`config.mk`:
```
export PLATFORM = sky130hd
export DESIGN_NAME = bcd_counter_4dig
export DESIGN_NICKNAME = d
export VERILOG_FILES = /design/src/rtl/bcd_counter_4dig.sv
export SDC_FILE = /design/constraint.sdc
export NUM_CORES = 1
export LEC_CHECK = 0
export ABC_AREA = 1
export CAP_MARGIN = 10
export CORE_MARGIN = 2
export CORE_UTILIZATION = 55
export CTS_CLUSTER_DIAMETER = 120
export CTS_CLUSTER_SIZE = 20
export DETAILED_ROUTE_END_ITERATION = 16
export PLACE_DENSITY = 0.81
export REMOVE_ABC_BUFFERS = 1
export SLEW_MARGIN = 40
export SYNTH_ARGS = -nofsm -noshare
export SYNTH_HDL_FRONTEND = slang
export SYNTH_SLANG_ARGS = --single-unit
```
`constraint.sdc`:
```
create_clock -name clk -period 5.3 [get_ports clk]
set_clock_uncertainty 0.1 [all_clocks]
set_input_delay 1.06 -clock clk [delete_from_list [all_inputs] [get_ports clk]]
set_output_delay 1.06 -clock clk [all_outputs]
set_load 0.01 [all_outputs]
```
`src/rtl/bcd_counter_4dig.sv`:
```
// rtl/bcd_counter_4dig.sv - 4-digit BCD up/down counter with tick prescaler, preset and wrap pulse
// Optional COUNTER_HEX_MODE_EN: digits count 0..F and load_val is taken unclamped.
module bcd_counter_4dig #(
  parameter int TICK_DIV = 50_000_000,
  parameter int PRE_W    = 26
) (
  input  logic        clk,
  input  logic        rst_n,
  input  logic        en,
  input  logic        up_dn,
  input  logic        load,
  input  logic [15:0] load_val,
  output logic [15:0] digits,
  output logic        tick,
  output logic        wrap
);

  localparam logic [PRE_W-1:0] PRE_MAX = PRE_W'(TICK_DIV - 1);

`ifdef COUNTER_HEX_MODE_EN
  localparam logic [3:0] MAXD = 4'hF;
`else
  localparam logic [3:0] MAXD = 4'd9;
`endif

  logic [PRE_W-1:0] pre;
  logic [15:0]      next_digits;
  logic [15:0]      load_digits;
  logic             all_carry;

  // Ripple carry/borrow from d0 upward; a carry out of d3 means the count wrapped.
  always_comb begin
    logic [3:0] d;
    logic       carry;
    next_digits = digits;
    carry       = 1'b1;
    for (int i = 0; i < 4; i++) begin
      d = digits[i*4 +: 4];
      if (carry) begin
        if (up_dn) begin
          if (d >= MAXD) begin
            d = 4'd0;
          end else begin
            d     = d + 4'd1;
            carry = 1'b0;
          end
        end else begin
          if (d == 4'd0) begin
            d = MAXD;
          end else begin
            d     = d - 4'd1;
            carry = 1'b0;
          end
        end
      end
      next_digits[i*4 +: 4] = d;
    end
    all_carry = carry;
  end

  always_comb begin
    load_digits = load_val;
`ifndef COUNTER_HEX_MODE_EN
    for (int i = 0; i < 4; i++) begin
      if (load_val[i*4 +: 4] > MAXD) begin
        load_digits[i*4 +: 4] = MAXD;
      end
    end
`endif
  end

  always_ff @(posedge clk or negedge rst_n) begin
    if (!rst_n) begin
      pre    <= '0;
      digits <= 16'h0000;
      tick   <= 1'b0;
      wrap   <= 1'b0;
    end else if (load) begin
      pre    <= '0;
      digits <= load_digits;
      tick   <= 1'b0;
      wrap   <= 1'b0;
    end else if (en) begin
      if (pre == PRE_MAX) begin
        pre    <= '0;
        digits <= next_digits;
        tick   <= 1'b1;
        wrap   <= all_carry;
      end else begin
        pre  <= pre + PRE_W'(1);
        tick <= 1'b0;
        wrap <= 1'b0;
      end
    end else begin
      tick <= 1'b0;
      wrap <= 1'b0;
    end
  end

endmodule

```
# Yosys cells after proc, flatten, opt, wreduce, memory -nomap -nowiden
# Index checks and enable logic that the tools add are counted.
# word_totals
regBits,44
input_bits,21
output_inout_bits,18
word_cells,84
# op_classes
n_addsub,9
order_cmp,8
n_eq_ne,1
muxes,46
n_reduce_logical,13
# op_table
cell,count
26-bit two-way mux,3
4-bit two-way mux,19
16-bit two-way mux,3
26-bit by 1-bit adder with 26-bit output (second input constant),1
26-bit equality test (second input constant),1
1-bit two-way mux,21
4-bit by 1-bit adder with 4-bit output (second input constant),4
4-bit >= comparator (second input constant),4
4-bit > comparator (second input constant),4
4-bit logical NOT,4
4-bit by 1-bit subtractor with 4-bit output (second input constant),4
2-bit nonzero test,5
3-bit AND reduction,3
2-bit AND reduction,1

# Longest topological paths before layout
# Gate-level depths: netlist of the first run.
# depth
ltp_word,9
ltp_mapped,11
mapped_depth_nobuf,11

# Least setup slack after synthesis of the first run
# No wires, ideal clock.
# synth_timing
path_kind,input to register
startpoint,input up_dn
endpoint,register digits[14]
setup_time_ns,0.117
t_arrival_ns,1.933
t_required_ns,5.083
slack_ns,3.150
path_stages,10
path_buffers,2
path_cell_list,buf_2 > inv_1 > buf_2 > nand2_1 > nand2_1 > inv_1 > nor2_1 > nand2_1 > nand3_1 > nand2_1
# synth_via
elab_chain_len,5
word_cells_on_any_way,12
cone_classes,10 x mux; 2 x reduce/logical
# synth_lines
element,line,source
"start, declared",10,"input logic up_dn,"
1-bit two-way mux / 4-bit two-way mux (equally long branches),40,if (up_dn) begin
1-bit two-way mux / 4-bit two-way mux (equally long branches),39,if (carry) begin
1-bit two-way mux / 16-bit two-way mux (equally long branches),"39, 84",
2-bit nonzero test (no source line) / 16-bit two-way mux (equally long branches),-,
3-bit AND reduction (no source line) / 16-bit two-way mux (equally long branches),-,
"end signal, assigned",80,digits <= load_digits;
"end signal, assigned",86,digits <= next_digits;
"end, declared",13,"output logic [15:0] digits,"
# Parallel ways exist; a longest one is shown, timed or not. The select of a mux whose other input is x is not followed.
# A chain may end at the register's enable or synchronous reset.

# Final worst setup path of the first run
# layout_timing
startpoint,input load
endpoint,register digits[4]
# layout_via
elab_chain_len,2
word_cells_on_any_way,5
cone_classes,1 x mux; 4 x reduce/logical
# layout_lines
element,line,source
"start, declared",11,"input logic load,"
2-bit nonzero test (no source line),-,
3-bit AND reduction (no source line),-,
# Parallel ways exist; a longest one is shown, timed or not.

==> impl_metrics.json, run 1 <==
{
  "status": "complete, no violations",
  "synth_top_cell_by_area": "dfrtp_1",
  "finalPower_mw": 0.883,
  "vias": 3291,
  "ant_nets": 0,
  "drt-pass1-iter-count": 5,
  "wl_met2_um": 3470,
  "power.static_leakage_nw": 1.82,
  "crit_path_end_kind": "flip-flop",
  "gp_congestion": 0.953,
  "cts-root-buf": "clkbuf_8",
  "synth_edf_count": 0,
  "cp-start-kind": "primary input",
  "port-buffer-count": 38,
  "gr-total-overflow": 0,
  "synth-main-ff-cell": "dfrtp_1",
  "synth_cell_types": 38,
  "fin_nets": 567,
  "required_ps": 5390,
  "worst_slew_pin_slew_ps": 620,
  "wl_met1_um": 3810,
  "routed_wl_um": 7810,
  "top_layer_used": "met4",
  "fin_crit_ps": 3040,
  "die_h_um": 81.7,
  "clk_latency_ps": 300,
  "max_freq_mhz": 329,
  "crit_chain": "clkdlybuf4s50_1 -> clkinv_1 -> buf_4 -> nor2_1 -> a22oi_1 -> nand2_1 -> nand2_1",
  "path_class": "in -> reg",
  "rsz0062_at_grt": "no",
  "io_pins": 39,
  "coreArea_um2": 5890,
  "cts_made_buffers": 5,
  "cts_max_level": 2,
  "yosysSeqAreaShare": 0.332,
  "min_path_type": "reg -> reg",
  "synthArstFlopShare": 1.00,
  "synth_cells": 497,
  "area_delta_synth_final_pct": 15.2,
  "power.density_nw_per_um2": 231,
  "hpwl_um": 5940,
  "synthTopCellsByArea": "dfrtp_1 33%, nand2_1 16%, nand3_1 7.7%, nor2_1 7.6%, inv_1 6.0%",
  "ys_seq_elements": 44,
  "cts_resized": 0,
  "period_share": 0.573,
  "path_clk_slew_ps": 80,
  "drc": 0,
  "grt_pass1_wl_um": 13100,
  "cts.sinks": 44,
  "yosysWarnings": 0,
  "fin_tns_setup_ps": 0,
  "crit_top_cell": "nand2_1",
  "die_w_um": 81.7,
  "initial_core_util": 0.564,
  "cap_violations": 0,
  "synth_top_area_frac": 0.332,
  "avgRoutedWirePerCell_um": 12.9,
  "antenna_cells": 0,
  "slowest_delay_ps": 870,
  "worstPathArrival_ps": 3130,
  "antenna_found_initial": 0,
  "hold_buffers": 0,
  "synth_area_um2": 3320,
  "final_max_slew_viol_count": 0,
  "grt_pass1_vias": 2972,
  "grtUsageTotal": 0.252,
  "critPathMaxFanout": 17,
  "cts_tree": "yes",
  "syn_area_per_cell_um2": 6.68,
  "drt_iter0_drc": 317,
  "viasPerCell": 5.42,
  "clock_path_buffers": 2,
  "crit_slowest_cell": "clkdlybuf4s50_1",
  "hold_violations": 0,
  "peakVddDrop_v": 0.000147,
  "relSlewSlack": 0.586,
  "setup_viol": 0,
  "grt_max_degree": 45,
  "wl_met3_um": 450,
  "rows": 28,
  "cts_setup_buffers": 0,
  "drive_gt1_frac": 0.0639,
  "fp.dieArea_um2": 6670
}
cell families (layout without fill, tap and decap cells):
logic type | after synthesis | after routing | share of synthesized area
buffers and inverters | 71 | 106 | 0.0848
adder cells (fa/ha/maj) | 14 | 14 | 0.0528
flip-flops | 44 | 44 | 0.332
XOR/XNOR | 14 | 14 | 0.0370
AO/OA/AOI/OAI | 55 | 55 | 0.0928
AND/OR/NAND/NOR | 299 | 299 | 0.401
worst max-delay path, delay by kind of cell:
| kind | cells | cell delay (ps) |
|---|---|---|
| buffers and inverters | 3 | 1700 |
| AOI/OAI and AO/OA | 1 | 100 |
| and+or+nand+nor | 3 | 260 |
cell usage in the layout, fill, tap and decap left out, types with 2 or more instances in the layout:
master	n
a21oi_1	15
a22oi_1	2
buf_4	2
clkbuf_8	5
clkdlybuf4s50_1	37
dfrtp_1	44
ha_1	14
inv_1	53
inv_2	6
nand2_1	145
nand2_4	2
nand3_1	51
nand3_2	2
nand3b_1	2
nand4_1	7
nor2_1	67
nor2_2	5
nor2_4	5
nor3_1	7
nor3b_1	2
o21ai_0	25
o21ai_1	3
o21ai_2	2
o21bai_1	3
xnor2_1	6
xor2_1	8
metal layers:
metal | global-route usage | vias up
met5 | 0 | -
met4 | 0.0600 | 0
met3 | 0.0516 | 8
met2 | 0.400 | 100
met1 | 0.354 | 1529
li1 | - | 1654
flip-flops by register name, summed over array words and instances (netlist names):
| name | cells |
|---|---|
| wrap | 1 |
| digits | 16 |
| pre | 26 |
| tick | 1 |
synth_stat cells (2+ instances only):
cell type  number
o21ai_0        25
nor2_4          5
nor2_1         67
o21bai_1        3
a22oi_1         2
dfrtp_1        44
xor2_1          8
inv_1          53
nor3_1          7
nor2_2          5
inv_2           6
clkbuf_1        3
a21oi_1        15
o21ai_2         2
buf_2           5
nor3b_1         2
nand3_1        51
ha_1           14
nand3b_1        2
nand4_1         7
nand2_1       145
nand2_4         2
nand3_2         2
o21ai_1         3
xnor2_1         6
path summary, 6_finish.rpt:
| kind | slack [ps] | from | depth (start not counted) | to |
|---|---|---|---|---|
| setup / recovery | 2260 | load | 7 | digits[4] |
| hold / removal | 400 | pre[0] | 1 | pre[0] |
| setup reg to reg | 3240 | digits[4] | 10 | digits[12] |
| hold reg to reg | 400 | pre[0] | 1 | pre[0] |
| max in group asynchronous | 4050 | rst_n | 1 | wrap |
| min in group asynchronous | 650 | rst_n | 1 | digits[5] |
per-stage QoR:
| step | hold WS, ps | utilization | cells | cell area [um2] | setup WS, ps |
|---|---|---|---|---|---|
| floorplan | 368 | - | 486 | 3260 | 2990 |
| CTS | 405 | 0.649 | 607 | 3820 | 2290 |
| global route | 428 | 0.649 | 607 | 3820 | 2110 |
| global placement | 385 | 0.635 | 600 | 3740 | 2020 |
| finish | 401 | 0.649 | 607 | 3820 | 2260 |
| detailed placement | 393 | 0.636 | 600 | 3740 | 1970 |
cell type report:
type,count,area [um2]
clock buffer,5,68.8
fill,552,2060
inverter,60,225
timing repair buffer,39,385
clock inverter,2,12.5
tap,75,93.8
sequential,44,1100
multi-input combinational,382,1940
where the power goes:
part | total [mW] | switching (mW) | internal (mW)
Sequential | 0.400 | 0.0403 | 0.360
Combinational | 0.277 | 0.156 | 0.121
Clock | 0.206 | 0.116 | 0.0894
Note: power is estimated with default switching activity, not from simulation.
==> run 2: changes to the inputs <==
clock period = 3.1 ns   (was 5.3 ns; I/O delays follow)
==> run 2 against run 1 <==
Effect of this change:
- via count shrank 0.79%
- design area grew 0.59%
- power grew 70%
- utilization grew 0.38 points
- clock power grew 71%
- critical endpoint is now digits[6]
- first-iteration DRC count shrank 15%
==> impl_metrics.json, run 2 (synthesis results as in run 1) <==
{
  "hold_violations": 0,
  "crit_path_end_kind": "output pin",
  "initial_core_util": 0.564,
  "peakVddDrop_v": 0.000384,
  "antenna_found_initial": 0,
  "cts.sinks": 44,
  "cap_violations": 0,
  "cp.buffers_inverters": 1,
  "power.static_leakage_nw": 1.84,
  "cts_max_level": 2,
  "final_max_slew_viol_count": 0,
  "ant_nets": 0,
  "die_h_um": 81.7,
  "hpwl_um": 5870,
  "port-buffer-count": 38,
  "rows": 28,
  "reg2regPathDepth": 10,
  "critPathMaxFanout": 7,
  "min_path_type": "in -> async",
  "grt_max_degree": 45,
  "hold_buffers": 0,
  "area_delta_synth_final_pct": 15.9,
  "setup_viol": 0,
  "crit_chain": "clkdlybuf4s50_1",
  "finalPower_mw": 1.50,
  "avgRoutedWirePerCell_um": 12.6,
  "grt_pass1_wl_um": 13200,
  "r2r-start": "digits[4]",
  "vias": 3265,
  "drc": 0,
  "fp.dieArea_um2": 6670,
  "drive_gt1_frac": 0.0692,
  "gr-total-overflow": 0,
  "required_ps": 2380,
  "relSlewSlack": 0.630,
  "hold-worst-slack_ps": 191,
  "regMostFlops": "pre",
  "final_cells": 610,
  "clk_latency_ps": 300,
  "cts_tree": "yes",
  "layout.cells.most_common": "nand2_1",
  "postLayoutCoreUtil": 0.653,
  "fin_crit_ps": 2150,
  "cts_resized": 0,
  "clock_path_buffers": 2,
  "max_freq_mhz": 465,
  "mostFrequentLayoutCells": "145 x nand2_1, 67 x nor2_1, 53 x inv_1, 51 x nand3_1, 44 x dfrtp_1",
  "io_pins": 39,
  "gp_congestion": 0.909,
  "routed_wl_um": 7700,
  "rsz0062_at_grt": "no",
  "largest_register_ffs": 26,
  "period_share": 0.694,
  "power.density_nw_per_um2": 391,
  "status": "complete, no violations",
  "cts_made_buffers": 5,
  "path_clk_slew_ps": 80,
  "grt_pass1_vias": 2935,
  "cts_setup_buffers": 0,
  "timing.reg2reg.setup_slack_ps": 1080,
  "crit_slowest_cell": "clkdlybuf4s50_1",
  "fin_tns_setup_ps": 0,
  "worstPathArrival_ps": 1430,
  "drt-pass1-iter-count": 5,
  "r2r-end": "digits[15]",
  "slowest_delay_ps": 600,
  "viasPerCell": 5.35,
  "reg_top3": "pre (26), digits (16)",
  "fin_nets": 570,
  "worst_slew_pin_slew_ps": 555,
  "antenna_cells": 0,
  "placed_cells": 603,
  "cp-start-kind": "flip-flop",
  "grtUsageTotal": 0.252,
  "cts-root-buf": "clkbuf_8",
  "cp_top_family": "buffers and inverters",
  "path_class": "reg -> out",
  "drt_iter0_drc": 268,
  "die_w_um": 81.7,
  "coreArea_um2": 5890
}
-- run 2: changes by cell type in the layout (fill, tap and decap cells not counted) --
cell and delta:
buf_4 +3
-- run 2: final cells by class --
cell class                 count  area, um2
inverter                      60        225
fill                         525       2040
timing repair buffer          42        408
clock buffer                   5       68.8
sequential                    44       1100
tap                           75       93.8
clock inverter                 2       12.5
multi-input combinational    382       1940
-- run 2: report_power, final --
part           internal, mW  switching, mW  total [mW]
sequential            0.616         0.0703       0.686
clock                 0.153          0.200       0.353
combinational         0.208          0.258       0.466
total                 0.977          0.528        1.50
-- run 2: metrics by stage --
stage	area, um2	setup slack (ps)
final	3840	949
after global routing	3840	777
after CTS	3840	961
after detailed placement	3760	681
after global placement	3760	721
after floorplan	3260	1230
-- run 2: worst max-delay path by stage --
stage / to / slack [ps] / from / cells past startpoint
2_1_floorplan: pre[20] / 1230 / load / 5
3_3_place_gp: digits[14] / 720 / up_dn / 10
3_5_place_dp: digits[14] / 680 / up_dn / 10
4_1_cts: digits[6] / 960 / digits[6] / 1
5_1_grt: digits[15] / 780 / up_dn / 10
6_report: digits[6] / 950 / digits[6] / 1
-- run 2: routing by layer --
metal	up-vias	routed length [um]	GRT usage
li1	1663	-	-
met1	1464	3830	0.370
met2	123	3330	0.380
met3	15	431	0.0407
met4	0	114	0.0783
met5	-	0	0
-- run 2: worst register-to-register path, stage by stage (launching register included) --
cell and delay (ps):
dfrtp_1 480, inv_1 130, ha_1 290, nand3_1 110, nand2_1 100, nand2_1 150, nand3_2 130, nor2_1 150
nand2_1 120, nand3_1 90, nand2_1 50
==> run 3: changes to the inputs <==
clock period = 2.1 ns   (was 3.1 ns; I/O delays follow)
==> run 3 against run 2 <==
Effect of this change:
- non-clock buffer count increased by 14
- final cell count increased by 2.5%
- clock-buffer cell count unchanged
- worst setup slack got worse by 780 ps
- highest routed layer unchanged
- the flow now finishes with violations (negative hold slack)
- power increased by 59%
- design area increased by 4.3%
- global-route usage increased by 0.33 points
- sequential share of layout area decreased by 1.2 points
- critical path type is now reg -> reg
- first-iteration DRC count increased by 1.5%
==> impl_metrics.json, run 3 (synthesis results as in run 1) <==
{
  "path_clk_slew_ps": 90,
  "fin_nets": 584,
  "fin_tns_setup_ps": 0,
  "clk_latency_ps": 300,
  "reg_top3": "pre (26), digits (16)",
  "power.density_nw_per_um2": 596,
  "grt_pass1_wl_um": 13500,
  "cp-start-kind": "flip-flop",
  "final_max_slew_viol_count": 0,
  "p_clk_frac": 0.271,
  "path_class": "reg -> reg",
  "cts_tree": "yes",
  "timing.reg2reg.setup_slack_ps": 170,
  "drc": 0,
  "status": "complete, but fails checks",
  "coreArea_um2": 5890,
  "hpwl_um": 6230,
  "worstPathArrival_ps": 2030,
  "grt_pass1_vias": 3083,
  "rsz0062_at_grt": "no",
  "fp.dieArea_um2": 6670,
  "internal_power_mw": 1.60,
  "cts-root-buf": "clkbuf_8",
  "busiest_layer": "met2",
  "gp_congestion": 0.912,
  "max_freq_mhz": 517,
  "antenna_found_initial": 0,
  "peakVddDrop_v": 0.000431,
  "hold_buffers": 0,
  "reg2regPathDepth": 11,
  "placed_cells": 617,
  "min_path_type": "in -> async",
  "cap_violations": 0,
  "switching_share": 0.331,
  "rows": 28,
  "pwr-share-comb": 0.310,
  "initial_core_util": 0.564,
  "regMostFlops": "pre",
  "cts.sinks": 44,
  "violations": "negative hold slack",
  "grtUsageTotal": 0.255,
  "cts_made_buffers": 5,
  "hold-worst-slack_ps": -10.9,
  "final_cells": 625,
  "stdcell_area_um2": 4010,
  "viasPerCell": 5.35,
  "setup_ws_ps": 167,
  "die_w_um": 81.7,
  "fin_crit_ps": 1930,
  "ant_nets": 0,
  "largest_register_ffs": 26,
  "crit_path_end_kind": "flip-flop",
  "area_delta_synth_final_pct": 20.9,
  "period_share": 0.921,
  "clock_path_buffers": 2,
  "drt_iter0_drc": 272,
  "cts_max_level": 2,
  "use_met2": 0.447,
  "gr-total-overflow": 0,
  "io_pins": 39,
  "worst_slew_pin_slew_ps": 541,
  "seqPwrFrac": 0.419,
  "use_met1": 0.329,
  "setup_viol": 0,
  "r2r-start": "digits[1]",
  "use_met3": 0.0440,
  "dpl_cell_area_um2": 3890,
  "layout.cells.most_common": "nand2_1",
  "critPathMaxFanout": 5,
  "antenna_cells": 0,
  "avgRoutedWirePerCell_um": 12.9,
  "r2r-end": "digits[15]",
  "hold_violations": 11,
  "power.static_leakage_nw": 1.93,
  "drive_gt1_frac": 0.102,
  "required_ps": 2190,
  "drt-pass1-iter-count": 5,
  "die_h_um": 81.7,
  "place_ws_ps": -12.4,
  "routed_wl_um": 8080,
  "finalPower_mw": 2.39,
  "relSlewSlack": 0.640,
  "p_sw_mw": 0.791,
  "postLayoutCoreUtil": 0.682,
  "mostFrequentLayoutCells": "145 x nand2_1, 66 x nor2_1, 53 x inv_1, 51 x nand3_1, 43 x dfrtp_1",
  "grt_max_degree": 24,
  "vias": 3346,
  "port-buffer-count": 38
}
## run 3: changes by cell type in the layout (fill, tap and decap cells not counted), moves of 2 or more
cell | before | now
buf_12 | 0 | 2
ha_1 | 14 | 12
ha_2 | 0 | 2
buf_4 | 5 | 16
## run 3: cell type report
cell class	instances	area, um2
clock buffers	5	68.8
clock inverters	3	42.5
fillers	500	1870
inverters	60	225
multi-input cells	382	1940
flip-flops and latches	44	1100
well taps	75	93.8
repair buffers	56	536
## run 3: worst max-delay path by stage
stage,from,end
2_1_floorplan,digits[4],digits[13]
3_3_place_gp,up_dn,digits[12]
3_5_place_dp,load,pre[17]
4_1_cts,digits[5],digits[13]
5_1_grt,digits[1],digits[13]
6_report,digits[1],digits[15]
## run 3: power by group through the flow
stage / combinational (mW) / clock [mW] / sequential (mW)
finish: 0.740 / 0.649 / 1.00
global route: 0.836 / 0.698 / 1.01
CTS: 0.734 / 0.655 / 0.998
detailed placement: 0.730 / 0 / 1.02
global placement: 0.716 / 0 / 1.01
floorplan: 0.405 / 0 / 1.02
## run 3: repair_timing
action                                 4_1_cts  5_1_grt
endpoints found under the hold margin        0        0
buffers inserted                             0        0
gates resized for setup                      0        4
setup endpoints to repair                    0        9
## run 3: routing by layer
layer	vias up	routed length (um)
met1	1532	3610
met4	0	127
met3	15	371
met2	103	3980
met5	-	0
li1	1696	-
## run 3: worst max-delay path: stages (launching register included)
cell	delay, ps
dfrtp_2	450
inv_1	120
ha_2	210
nand2_1	90
nor2_1	130
nand2_1	80
nand2_1	120
nand3_2	120
nor2_2	140
nand2_1	120
nand3_1	80
nand2_1	60
==> variant 1: new RTL, config.mk and constraints of run 2 <==
Change the parameter `PRE_W` from 26 to 13.
--- a/src/rtl/bcd_counter_4dig.sv
+++ b/src/rtl/bcd_counter_4dig.sv
@@ -4,3 +4,3 @@
   parameter int TICK_DIV = 50_000_000,
-  parameter int PRE_W    = 26
+  parameter int PRE_W    = 13
 ) (
Formal check against the unedited RTL: same outputs for any inputs over 10 cycles, from zero or initial values and one cycle with rst_n low; that may be too few to reach the edited logic, so the function may still have changed.
==> variant 1 against run 2 <==
Total power decreased by 5.3%; worst setup slack worse by 0.066 ns; fmax fell by 3.0%; non-clock buffer count is 1 higher; via count down 27%; sequential cell count is 13 lower; largest cell class unchanged; synthesized area is 26% lower; routed wire length decreased by 27%; first-iteration DRC count down 35%; utilization grew 3.0 points; design area fell by 23%.
==> variant 1: results (changes against run 2) <==
dr_wl_met2_mm: 2.59  # -22%
top_register: "digits"
cts-buffers-inserted: 5  # unchanged
crit_end: "pre[12]"
track_usage: 0.240  # -0.0119
synth_cell_types: 32  # -16%
peakVddDrop_uv: 325  # -15%
r2r_start: "digits[4]"
dpl.hpwl_mm: 4.25  # -28%
nNetsFinal: 435  # -24%
synth_compound_area_frac: 0.108  # +0.0157
via_count: 2391  # -27%
synth-seq-area-share: 0.317  # -0.0145
p_leak_nw: 1.47  # -20%
avgViaCountPerCell: 5.29  # -1.2%
pre_cts_slack_ns: 0.584  # -0.0977 ns
clk_latency_ns: 0.29
crit_start: "load"
switchingPower_w: 0.000546  # +3.4%
wl_met3_um: 231  # -46%
run_status: "finished, final reports clean"
place_inst: 445  # -26%
cts_max_path_buffers: 2  # unchanged
fill_cells: 405  # -23%
synth_xor_area_frac: 0.0537  # +0.0168
cts_resized: 0  # unchanged
antenna_found_initial: 0  # unchanged
crit_arrival_ns: 2.29  # +0.86 ns
drive_above_1_share: 0.0600  # -0.00916
clk_pin_slew_ns: 0.06  # -0.02 ns
cts_max_level: 2  # unchanged
place_congestion: 0.937  # +3.1%
synth_fa_ha_area_frac: 0.0716  # +0.0189
tightestPinTransition_ns: 0.399  # -0.156 ns
rrSetupSlack_ns: 1.06  # -0.02 ns
wl_met1_mm: 2.73  # -29%
cts-root-buf: "clkbuf_8"
synth_ff_type: "dfrtp_1"
min_path_type: "reg -> reg"
reg2reg_to: "digits[11]"
synthTopCellsByCount: "102 x nand2_1, 46 x nand3_1, 43 x inv_1"
yosys-mux-area-fraction: 0  # unchanged
grt_pass1_wl_mm: 9.71  # -26%
reg_top3: "digits x16, pre x13"
grt_max_degree: 32  # -29%
crit_fanout: 21  # +14
synth_warnings: 0  # unchanged
grt_pass1_vias: 2205  # -25%
post-route-min-period_ns: 2.22  # +0.0661 ns
cts_setup_buffers: 0  # unchanged
initialDrtViolationCount: 173  # -35%
totalWireLength_mm: 5.63  # -27%
synth_area_per_cell_um2: 6.79  # +1.7%
portBuffers: 38  # unchanged
synth_area_leaders: "dfrtp_1 32%, nand2_1 16%, nand3_1 9.4%, ha_1 7.2%, inv_1 6.6%"
diodes: 0  # unchanged
variant 1: cell families after synthesis:
family	count (synthesis)
AND/OR/NAND/NOR	197
AO/OA/AOI/OAI	48
buffers and inverters	55
adder cells (fa/ha/maj)	14
XOR/XNOR	15
flip-flops	31
variant 1: layout make-up:
class | instances | area share
tap | 52 | 0.0220
timing repair buffer | 43 | 0.141
sequential | 31 | 0.262
multi-input combinational | 274 | 0.487
clock inverter | 1 | 0.00169
clock buffer | 6 | 0.0279
inverter | 45 | 0.0572
variant 1: per-layer routing:
metal / vias up / global-route usage
li1: 1237 / -
met2: 58 / 0.377
met4: 0 / 0.0818
met1: 1090 / 0.332
met3: 6 / 0.0484
met5: - / 0
variant 1: critical path: stages:
cell and delay [ns]:
clkdlybuf4s50_1 0.48, buf_4 0.27, nor2_1 0.16, nor2_1 0.18, nand3_1 0.15, nor3_1 0.22, a21oi_1 0.10, o21a_1 0.11
variant 1: worst min path at each step:
stage            start        end  slack, ns  depth (start not counted)
2_1_floorplan    rst_n  digits[0]       0.22                          0
3_3_place_gp    pre[1]     pre[1]       0.41                          2
3_5_place_dp    pre[1]     pre[1]       0.41                          2
4_1_cts         pre[1]     pre[1]       0.43                          2
5_1_grt        pre[12]    pre[12]       0.46                          1
6_report        pre[1]     pre[1]       0.43                          2
variant 1: power by group through the flow:
stage               clock network, W  logic (W)  registers, W
global route                0.000354   0.000644      0.000543
detailed placement                 0   0.000561      0.000538
CTS                         0.000337   0.000563      0.000531
floorplan                          0   0.000338      0.000541
global placement                   0   0.000550      0.000538
finish                      0.000329   0.000563      0.000533
variant 1: through the flow:
step | power, W | utilization | instance area (µm²)
after floorplan | 0.000879 | - | 2380
after global placement | 0.00109 | 0.663 | 2870
after detailed placement | 0.00110 | 0.663 | 2870
after CTS | 0.00143 | 0.683 | 2960
after global routing | 0.00154 | 0.683 | 2960
final | 0.00142 | 0.683 | 2960
==> variant 2: new RTL, config.mk and constraints of run 2 <==
Made on the original files. Put one more register stage on the output `digits`, cleared by the reset. The value now appears one clock later. The other outputs are not delayed to match.
--- a/src/rtl/bcd_counter_4dig.sv
+++ b/src/rtl/bcd_counter_4dig.sv
@@ -19,2 +19,4 @@
 
+  logic [15:0] digits_s0;
+
 `ifdef COUNTER_HEX_MODE_EN
@@ -34,6 +36,6 @@
     logic       carry;
-    next_digits = digits;
+    next_digits = digits_s0;
     carry       = 1'b1;
     for (int i = 0; i < 4; i++) begin
-      d = digits[i*4 +: 4];
+      d = digits_s0[i*4 +: 4];
       if (carry) begin
@@ -74,3 +76,3 @@
       pre    <= '0;
-      digits <= 16'h0000;
+      digits_s0 <= 16'h0000;
       tick   <= 1'b0;
@@ -79,3 +81,3 @@
       pre    <= '0;
-      digits <= load_digits;
+      digits_s0 <= load_digits;
       tick   <= 1'b0;
@@ -85,3 +87,3 @@
         pre    <= '0;
-        digits <= next_digits;
+        digits_s0 <= next_digits;
         tick   <= 1'b1;
@@ -99,2 +101,10 @@
 
+  always_ff @(posedge clk or negedge rst_n) begin
+    if (!rst_n) begin
+      digits <= '0;
+    end else begin
+      digits <= digits_s0;
+    end
+  end
+
 endmodule
Formal check against the unedited RTL: not equivalent (a bounded check fails within 4 cycles, from zero or initial values and one cycle with rst_n low).
==> variant 2 against run 2 <==
Total power is 52% higher; global-route usage is 1.3 points higher; sequential cell count is 16 higher; design area is 16% higher; worst setup slack better by 0.0038 ns; synthesized area is 14% higher; final cell count is 5.7% higher; routed wire length is 19% higher; largest cell class unchanged; largest power group unchanged.
==> variant 2: results (changes against run 2) <==
run_status: "finished, final reports clean"
totalWireLength_mm: 9.15  # +19%
slowest_stage: "clkdlybuf4s50_1"
dr_wl_met2_mm: 4.52  # +36%
dpl_cell_area_mm2: 0.00422  # +12%
reg_top3: "pre x26, digits x16, digits_s0 x16"
dpl.hpwl_mm: 6.56  # +12%
drive_above_1_share: 0.0956  # +0.0264
crit_arrival_ns: 2.33  # +0.90 ns
synth_area_leaders: "dfrtp_1 40%, nand2_1 13%, nand3_1 8.6%, nor2_1 5.8%, inv_1 5.1%"
crit_fanout: 14  # +7
portBuffers: 38  # unchanged
grt_pass1_vias: 3639  # +24%
tightestPinTransition_ns: 0.732  # +0.176 ns
met3_usage: 0.0600  # +0.0193
wl_met1_mm: 3.88  # +1.3%
pre_cts_slack_ns: 0.607  # -0.0745 ns
synth_cell_types: 33  # -13%
avgViaCountPerCell: 5.55  # +3.8%
initialDrtViolationCount: 162  # -40%
nNetsFinal: 595  # +4.4%
place_inst: 629  # +4.3%
cts-buffers-inserted: 9  # +4
met1_usage: 0.318  # -0.0517
synth_xor_area_frac: 0.0279  # -0.00909
stdcell_count: 645  # +5.7%
diodes: 0  # unchanged
synth_compound_area_frac: 0.0896  # -0.00321
p_leak_nw: 2.05  # +11%
synth_area_per_cell_um2: 7.28  # +9.1%
track_usage: 0.265  # +0.0134
synth_fa_ha_area_frac: 0.0464  # -0.00636
worstSetupPathType: "in -> reg"
p_int_w: 0.00159  # +63%
switchingPower_w: 0.000686  # +30%
fill_cells: 576  # +9.7%
path_delay_family: "simple AND/OR/NAND/NOR gates"
grt_max_degree: 32  # -29%
post-route-util: 0.664  # +0.0102
grt_util_met2: 0.434  # +0.0549
clk_latency_ns: 0.35  # +0.05 ns
peakVddDrop_uv: 296  # -23%
synth-seq-area-share: 0.398  # +0.0662
cts_max_level: 3  # +1
cts_resized: 0  # unchanged
variant 2: changes by cell type in the layout (fill, tap and decap cells not counted), moves of 3 or more:
cell and delta:
bufinv_16 +3, clkbuf_8 +4, dfrtp_1 +16, nand2_1 -17, nand2_2 +7, nand3_1 +14, nor2_1 -9, nor3_1 +6
o21ai_0 +9, o21bai_1 -3, xnor2_1 -3
variant 2: logic make-up after synthesis:
logic type,count (synthesis)
AO/OA/AOI/OAI,61
XOR/XNOR,12
buffers and inverters,69
adder cells (fa/ha/maj),14
flip-flops,60
AND/OR/NAND/NOR,302
variant 2: cell type report:
cell class                      count  area share
Clock buffer                        9      0.0278
Clock inverter                      7      0.0258
Inverter                           57      0.0480
Multi-Input combinational cell    389       0.447
Sequential cell                    60       0.337
Tap cell                           80      0.0225
Timing Repair Buffer               43      0.0926
variant 2: power by group through the flow:
stage          combinational [W]  clock [W]  sequential [W]
2_1_floorplan           0.000274          0        0.000943
3_3_place_gp            0.000453          0        0.000944
3_5_place_dp            0.000474          0        0.000947
4_1_cts                 0.000482   0.000872        0.000932
5_1_grt                 0.000546   0.000904        0.000944
6_report                0.000485   0.000863        0.000933
variant 2: final timing paths:
| kind | startpoint | endpoint | slack (ns) | depth (start not counted) |
|---|---|---|---|---|
| worst max-delay path | en | pre[17] | 0.95 | 11 |
| worst min-delay path | rst_n | pre[11] | 0.22 | 1 |
| worst max register to register | digits_s0[0] | digits_s0[10] | 0.98 | 10 |
| worst min register to register | digits_s0[10] | digits[10] | 0.35 | 0 |
| max in group asynchronous | rst_n | digits[9] | 1.97 | 2 |
| min in group clk | digits_s0[10] | digits[10] | 0.35 | 0 |
